### src/rtl/swerv_trace_unpacker.sv
// Trace-port consumer: compacts up to three retired-instruction slots per cycle
// into a record FIFO and drains it one record per cycle over a valid/ready stream.
module swerv_trace_unpacker #(
  parameter int DEPTH = 8,
  parameter int CNT_W = 16,
  localparam int AW = $clog2(DEPTH)
) (
  input  logic             clk,
  input  logic             rst,
  input  logic             trace_en,
  input  logic [2:0]       trace_rv_i_valid_ip,
  input  logic [95:0]      trace_rv_i_insn_ip,
  input  logic [95:0]      trace_rv_i_address_ip,
  input  logic [2:0]       trace_rv_i_exception_ip,
  input  logic [4:0]       trace_rv_i_ecause_ip,
  input  logic [2:0]       trace_rv_i_interrupt_ip,
  input  logic [31:0]      trace_rv_i_tval_ip,
  output logic             out_valid,
  input  logic             out_ready,
  output logic [1:0]       out_slot,
  output logic [31:0]      out_insn,
  output logic [31:0]      out_addr,
  output logic             out_exc,
  output logic             out_intr,
  output logic [4:0]       out_ecause,
  output logic [31:0]      out_tval,
  output logic [AW:0]      fifo_count,
  output logic             overflow,
  output logic [CNT_W-1:0] drop_cnt
);

  typedef struct packed {
    logic [1:0]  slot;
    logic [31:0] insn;
    logic [31:0] addr;
    logic        exc;
    logic        intr;
    logic [4:0]  ecause;
    logic [31:0] tval;
  } rec_t;

  function automatic logic [1:0] popcount3(input logic [2:0] v);
    return {1'b0, v[0]} + {1'b0, v[1]} + {1'b0, v[2]};
  endfunction

  rec_t           mem [DEPTH];
  logic [AW:0]    wr_ptr_r;
  logic [AW:0]    rd_ptr_r;
  logic           overflow_r;
  logic [CNT_W-1:0] drop_cnt_r;

  rec_t           rec_s [3];
  logic [AW-1:0]  widx_s [3];
  logic [1:0]     n_s;
  logic [AW:0]    count_s;
  logic [AW:0]    free_s;
  logic           group_s;
  logic           accept_s;
  logic           drop_s;
  logic           pop_s;
  logic [AW:0]    acc_n_s;
  rec_t           head_s;

  // Build per-slot records and their compacted write addresses; trap info only travels with a trap.
  always_comb begin
    n_s = popcount3(trace_rv_i_valid_ip);
    for (int k = 0; k < 3; k++) begin
      rec_s[k].slot = 2'(k);
      rec_s[k].insn = trace_rv_i_insn_ip[32*k +: 32];
      rec_s[k].addr = trace_rv_i_address_ip[32*k +: 32];
      rec_s[k].exc  = trace_rv_i_exception_ip[k];
      rec_s[k].intr = trace_rv_i_interrupt_ip[k];
      if (trace_rv_i_exception_ip[k] || trace_rv_i_interrupt_ip[k]) begin
        rec_s[k].ecause = trace_rv_i_ecause_ip;
        rec_s[k].tval   = trace_rv_i_tval_ip;
      end else begin
        rec_s[k].ecause = 5'd0;
        rec_s[k].tval   = 32'd0;
      end
    end
    widx_s[0] = wr_ptr_r[AW-1:0];
    widx_s[1] = wr_ptr_r[AW-1:0] + AW'(trace_rv_i_valid_ip[0]);
    widx_s[2] = wr_ptr_r[AW-1:0] + AW'(trace_rv_i_valid_ip[0]) + AW'(trace_rv_i_valid_ip[1]);
  end

  // Space check uses the registered occupancy only; a same-cycle pop never makes room.
  always_comb begin
    count_s  = wr_ptr_r - rd_ptr_r;
    free_s   = (AW+1)'(DEPTH) - count_s;
    group_s  = trace_en && (trace_rv_i_valid_ip != 3'b000);
    accept_s = group_s && ((AW+1)'(n_s) <= free_s);
    drop_s   = group_s && !accept_s;
    pop_s    = (count_s != {(AW+1){1'b0}}) && out_ready;
    if (accept_s) begin
      acc_n_s = (AW+1)'(n_s);
    end else begin
      acc_n_s = {(AW+1){1'b0}};
    end
  end

  // Pointers and drop bookkeeping.
  always_ff @(posedge clk or posedge rst) begin
    if (rst) begin
      wr_ptr_r   <= {(AW+1){1'b0}};
      rd_ptr_r   <= {(AW+1){1'b0}};
      overflow_r <= 1'b0;
      drop_cnt_r <= {CNT_W{1'b0}};
    end else begin
      wr_ptr_r <= wr_ptr_r + acc_n_s;
      rd_ptr_r <= rd_ptr_r + (AW+1)'(pop_s);
      if (drop_s) begin
        overflow_r <= 1'b1;
        if (drop_cnt_r != {CNT_W{1'b1}}) begin
          drop_cnt_r <= drop_cnt_r + {{(CNT_W-1){1'b0}}, 1'b1};
        end
      end
    end
  end

  // Record storage; content is masked at the output whenever the FIFO is empty.
  always_ff @(posedge clk) begin
    for (int k = 0; k < 3; k++) begin
      if (accept_s && trace_rv_i_valid_ip[k]) begin
        mem[widx_s[k]] <= rec_s[k];
      end
    end
  end

  // Present the stored head record, zero when nothing is queued.
  always_comb begin
    head_s     = mem[rd_ptr_r[AW-1:0]];
    out_valid  = (count_s != {(AW+1){1'b0}});
    fifo_count = count_s;
    overflow   = overflow_r;
    drop_cnt   = drop_cnt_r;
    if (out_valid) begin
      out_slot   = head_s.slot;
      out_insn   = head_s.insn;
      out_addr   = head_s.addr;
      out_exc    = head_s.exc;
      out_intr   = head_s.intr;
      out_ecause = head_s.ecause;
      out_tval   = head_s.tval;
    end else begin
      out_slot   = 2'd0;
      out_insn   = 32'd0;
      out_addr   = 32'd0;
      out_exc    = 1'b0;
      out_intr   = 1'b0;
      out_ecause = 5'd0;
      out_tval   = 32'd0;
    end
  end

endmodule

### config.mk
export PLATFORM = sky130hd
export DESIGN_NAME = swerv_trace_unpacker
export DESIGN_NICKNAME = d
export VERILOG_FILES = /design/src/rtl/swerv_trace_unpacker.sv
export SDC_FILE = /design/constraint.sdc
export NUM_CORES = 2
export LEC_CHECK = 0
export ABC_AREA = 1
export CELL_PAD_IN_SITES_DETAIL_PLACEMENT = 0
export CELL_PAD_IN_SITES_GLOBAL_PLACEMENT = 2
export CORE_MARGIN = 1
export CORE_UTILIZATION = 38
export CTS_CLUSTER_SIZE = 40
export DETAILED_ROUTE_END_ITERATION = 6
export PLACE_DENSITY_LB_ADDON = 0.1
export SYNTH_ARGS = -nofsm -noshare
export SYNTH_HDL_FRONTEND = slang
export SYNTH_SLANG_ARGS = --single-unit
### constraint.sdc
create_clock -name clk -period 12.28 [get_ports clk]
set_input_delay 3.684 -clock clk [delete_from_list [all_inputs] [get_ports clk]]
set_output_delay 3.684 -clock clk [all_outputs]
set_load 0.03 [all_outputs]
==> metrics.md <==
| Metric | Value |
|---|---|
| Initial Util | `38.2%` |
| Via count | `53681` |
| Yosys cell types | `32` |
| Status | `complete, no violations` |
| Top layer in use | `met4` |
| Most frequent cells in the layout | `nand2_1 (3753), nand3_1 (844), edfxtp_1 (824)` |
| Worst slew pin tran | `1240 ps` |
| Pre-CTS setup slack | `around 3000 ps` |
| Type of the worst setup path | `flip-flop to output port` |
| Worst hold path depth | `2` |
| TritonCTS clock tree | `built` |
| Hold path startpoint | `mem[1][103]` |
| Port bufs | `approximately 370` |
| Io pins | `369` |
| RePlAce Congestion | `between 0.7 and 0.8` |
| Routed metal-1 wirelength | `103000 um` |
| Max-slew violations | `0` |
| Mapped Area | `55600 um2` |
| H-tree levels | `3` |
| Worst-path cell chain | `buf_12 -> buf_12 -> a21oi_1 -> o21ai_0 -> o21ai_0 -> nand2_1 -> nand2_1 -> nor2_1 -> clkdlybuf4s50_1` |
| Power per Cell Area | `260 nW/um2` |
| Total GRT Usage | `32.9%` |
| Area grow syn2layout | `13.4%` |
| Vias in the first global route | `about 51000` |
| Max cap viols | `0` |
| Seq/Total Area, Yosys | `46.2%` |
| Crit path capture type | `output port` |
| Post-Route WL | `between 200000 and 250000 um` |
| Die width | `385 um` |
| HPWL after detailed placement | `129000 um` |
| 1st-pass router iterations | `6` |
| Total gr overflow | `0` |
| Max incr delay on CP | `between 1000 and 1500 ps` |
| Net count, final | `7876` |
| Relative slew margins | `17.2%` |
| DR iter-0 viols | `5427` |
| Clock Tree Buf Depth | `3` |
| First-pass GRT wire length | `359000 um` |
| Die area | `148000 um2` |
| Area occupied by multi-input gates | `25600 um2` |
| Avg Inst Size Synth | `approximately 7.3 um2` |
| R2r worst-path depth | `19` |
| Peak VDD IR | `259 uV` |
| Unrepaired setup endpoints after global routing | `false` |
| Largest net degree at the start of global routing | `175` |
| Die height | `385 um` |
| Vias per cell | `5.58` |
| Max Fanout on Critical Path | `between 150 and 200` |
| Fin crit period | `8970 ps` |
| Core Util, Final | `43.4%` |
| Post-synth EDFFs | `824` |
| Most used DFF post-synth | `edfxtp_1` |
| Initial antenna violation count | `2` |
| Layout cell share with drive strength beyond 1 | `6.18%` |
| Crit share post-route | `73.1%` |
| CTS clk-pin slew, worst paths | `approximately 60 ps` |
| Register Area | `25700 um2` |
| Syn Nets | `7891` |
| Synth async-reset ratio | `2.89%` |
| Slowest library cell on the worst path | `dfrtp_4` |
| Final setup vio count | `0` |
| Power consumption | `between 15 and 20 mW` |
| Worst skew pair latency | `740 ps` |
| Flop-to-flop setup slack | `roughly 5500 ps` |
| Hold Path Class | `flip-flop to flip-flop` |
| Met2 WL | `118000 um` |
| Fin. Hold Viols | `0` |
| Hold EP | `mem[1][103]` |
| # rows | `140` |
| Post-DRT Antenna Nets | `0` |
| Critical Path Source Type | `flip-flop` |
| Yosys synthesis warning count | `0` |
| Routed wl met3 | `18100 um` |
| Reg2reg end | `mem[2][55]` |
| Required time of the critical path | `8600 ps` |
| CORE AREA | `146000 um2` |
| # resized after CTS | `0` |
| CP arrival | `5290 ps` |
| Clock net sink count | `roughly 870` |
| DR DRC count | `0` |
| P_leak | `27.9 nW` |
| # fillers | `14640` |
| Critical Path Start | `rd_ptr_r[0]` |
| Wire length per cell | `25.9 um` |
| Min Hold Slack | `461 ps` |
| Post-CTS Setup Repair Bufs | `0` |
| CTS Buf Count | `109` |
| Commonest non-fill, non-tap cell in the layout | `nand2_1` |
| Max frequency | `111 MHz` |
| #FFs+latches synth | `just under 900` |
| TNS Setup | `0 ps` |
| Cts hold-fix bufs | `0` |
| Clock Skew | `36.9 ps` |
| R2r startpoint | `rd_ptr_r[1]` |
| Mapped Cells | `7631` |
| CTS root buf | `clkbuf_16` |
| Setup ws final | `about 3300 ps` |
worst max path at each step:
stage	to	slack (ps)	depth (start not counted)
2_1_floorplan	mem[2][0]	3210	13
3_3_place_gp	mem[2][48]	3000	16
3_5_place_dp	mem[2][43]	2960	16
4_1_cts	out_tval[0]	3320	9
5_1_grt	out_tval[0]	3060	9
6_report	out_tval[0]	3310	9
synthesized netlist by cell type (6+ instances only):
master    count  area [um2]
inv_1       426        1600
ha_1         15         188
nand2_1    3762       14100
xnor2_1       6        52.6
clkbuf_2     55         275
xor2_1       13         114
a21oi_1     221        1110
clkbuf_1    214         803
inv_2        12        45.0
buf_4        59         443
nand4_1      20         125
nor2_1      176         661
mux2_2      210        2360
o21ai_0     430        2150
buf_2       177         886
nand3_1     852        4260
nor2_4        8        90.1
buf_1        61         229
buf_6        20         225
edfxtp_1    824       24700
nor3_1       11        55.1
dfrtp_1      25         626
dfxtp_1      16         320
per-stage QoR:
| step | area, um2 | cells |
|---|---|---|
| detailed placement | 59900 | 9422 |
| finish | 63100 | 9617 |
| global route | 63100 | 9616 |
| CTS | 63100 | 9615 |
| global placement | 59900 | 9422 |
| floorplan | 55600 | 7631 |
layout make-up:
class / instances / area share (%)
antenna: 2 / 0.00793
clock buffer: 150 / 4.67
clock inverter: 43 / 0.361
inverter: 442 / 2.71
multi-input combinational: 5738 / 40.6
sequential: 865 / 40.7
tap: 1917 / 3.80
timing repair buffer: 460 / 7.15
power by group:
part	internal, mW	total, mW	switching, mW
sequential	4.46	4.77	0.313
combinational	2.59	8.64	6.05
clock	1.68	3.02	1.34
registers in the layout, indices dropped and copies added, names as in the netlist:
register  cells
wr_ptr_r      4
rd_ptr_r      4
drop_cnt     16
overflow      1
mem         840
metal layers:
layer / track usage (%) / vias up
met1: 43.3 / 25867
met4: 12.1 / 0
met2: 55.4 / 2621
li1: - / 24657
met3: 3.90 / 536
met5: 0 / -
critical path: cells and delay by family, from the launching register on:
family	cells	cell delay (ps)
AOI/OAI and AO/OA	3	380
buffers and inverters	3	2030
DFF	1	1060
and+or+nand+nor	3	680
cell families (layout without fill, tap and decap cells):
group,count (synthesis),in the layout,synth area share [%]
AND/OR/NAND/NOR,4838,4838,34.8
other,0,2,0
multiplexers,210,210,4.25
XOR/XNOR,19,19,0.299
flip-flops,865,865,46.2
buffers and inverters,1028,1095,8.12
AO/OA/AOI/OAI,653,653,5.88
adder cells (fa/ha/maj),18,18,0.445
No activity file was read; power rests on OpenSTA's default activity.
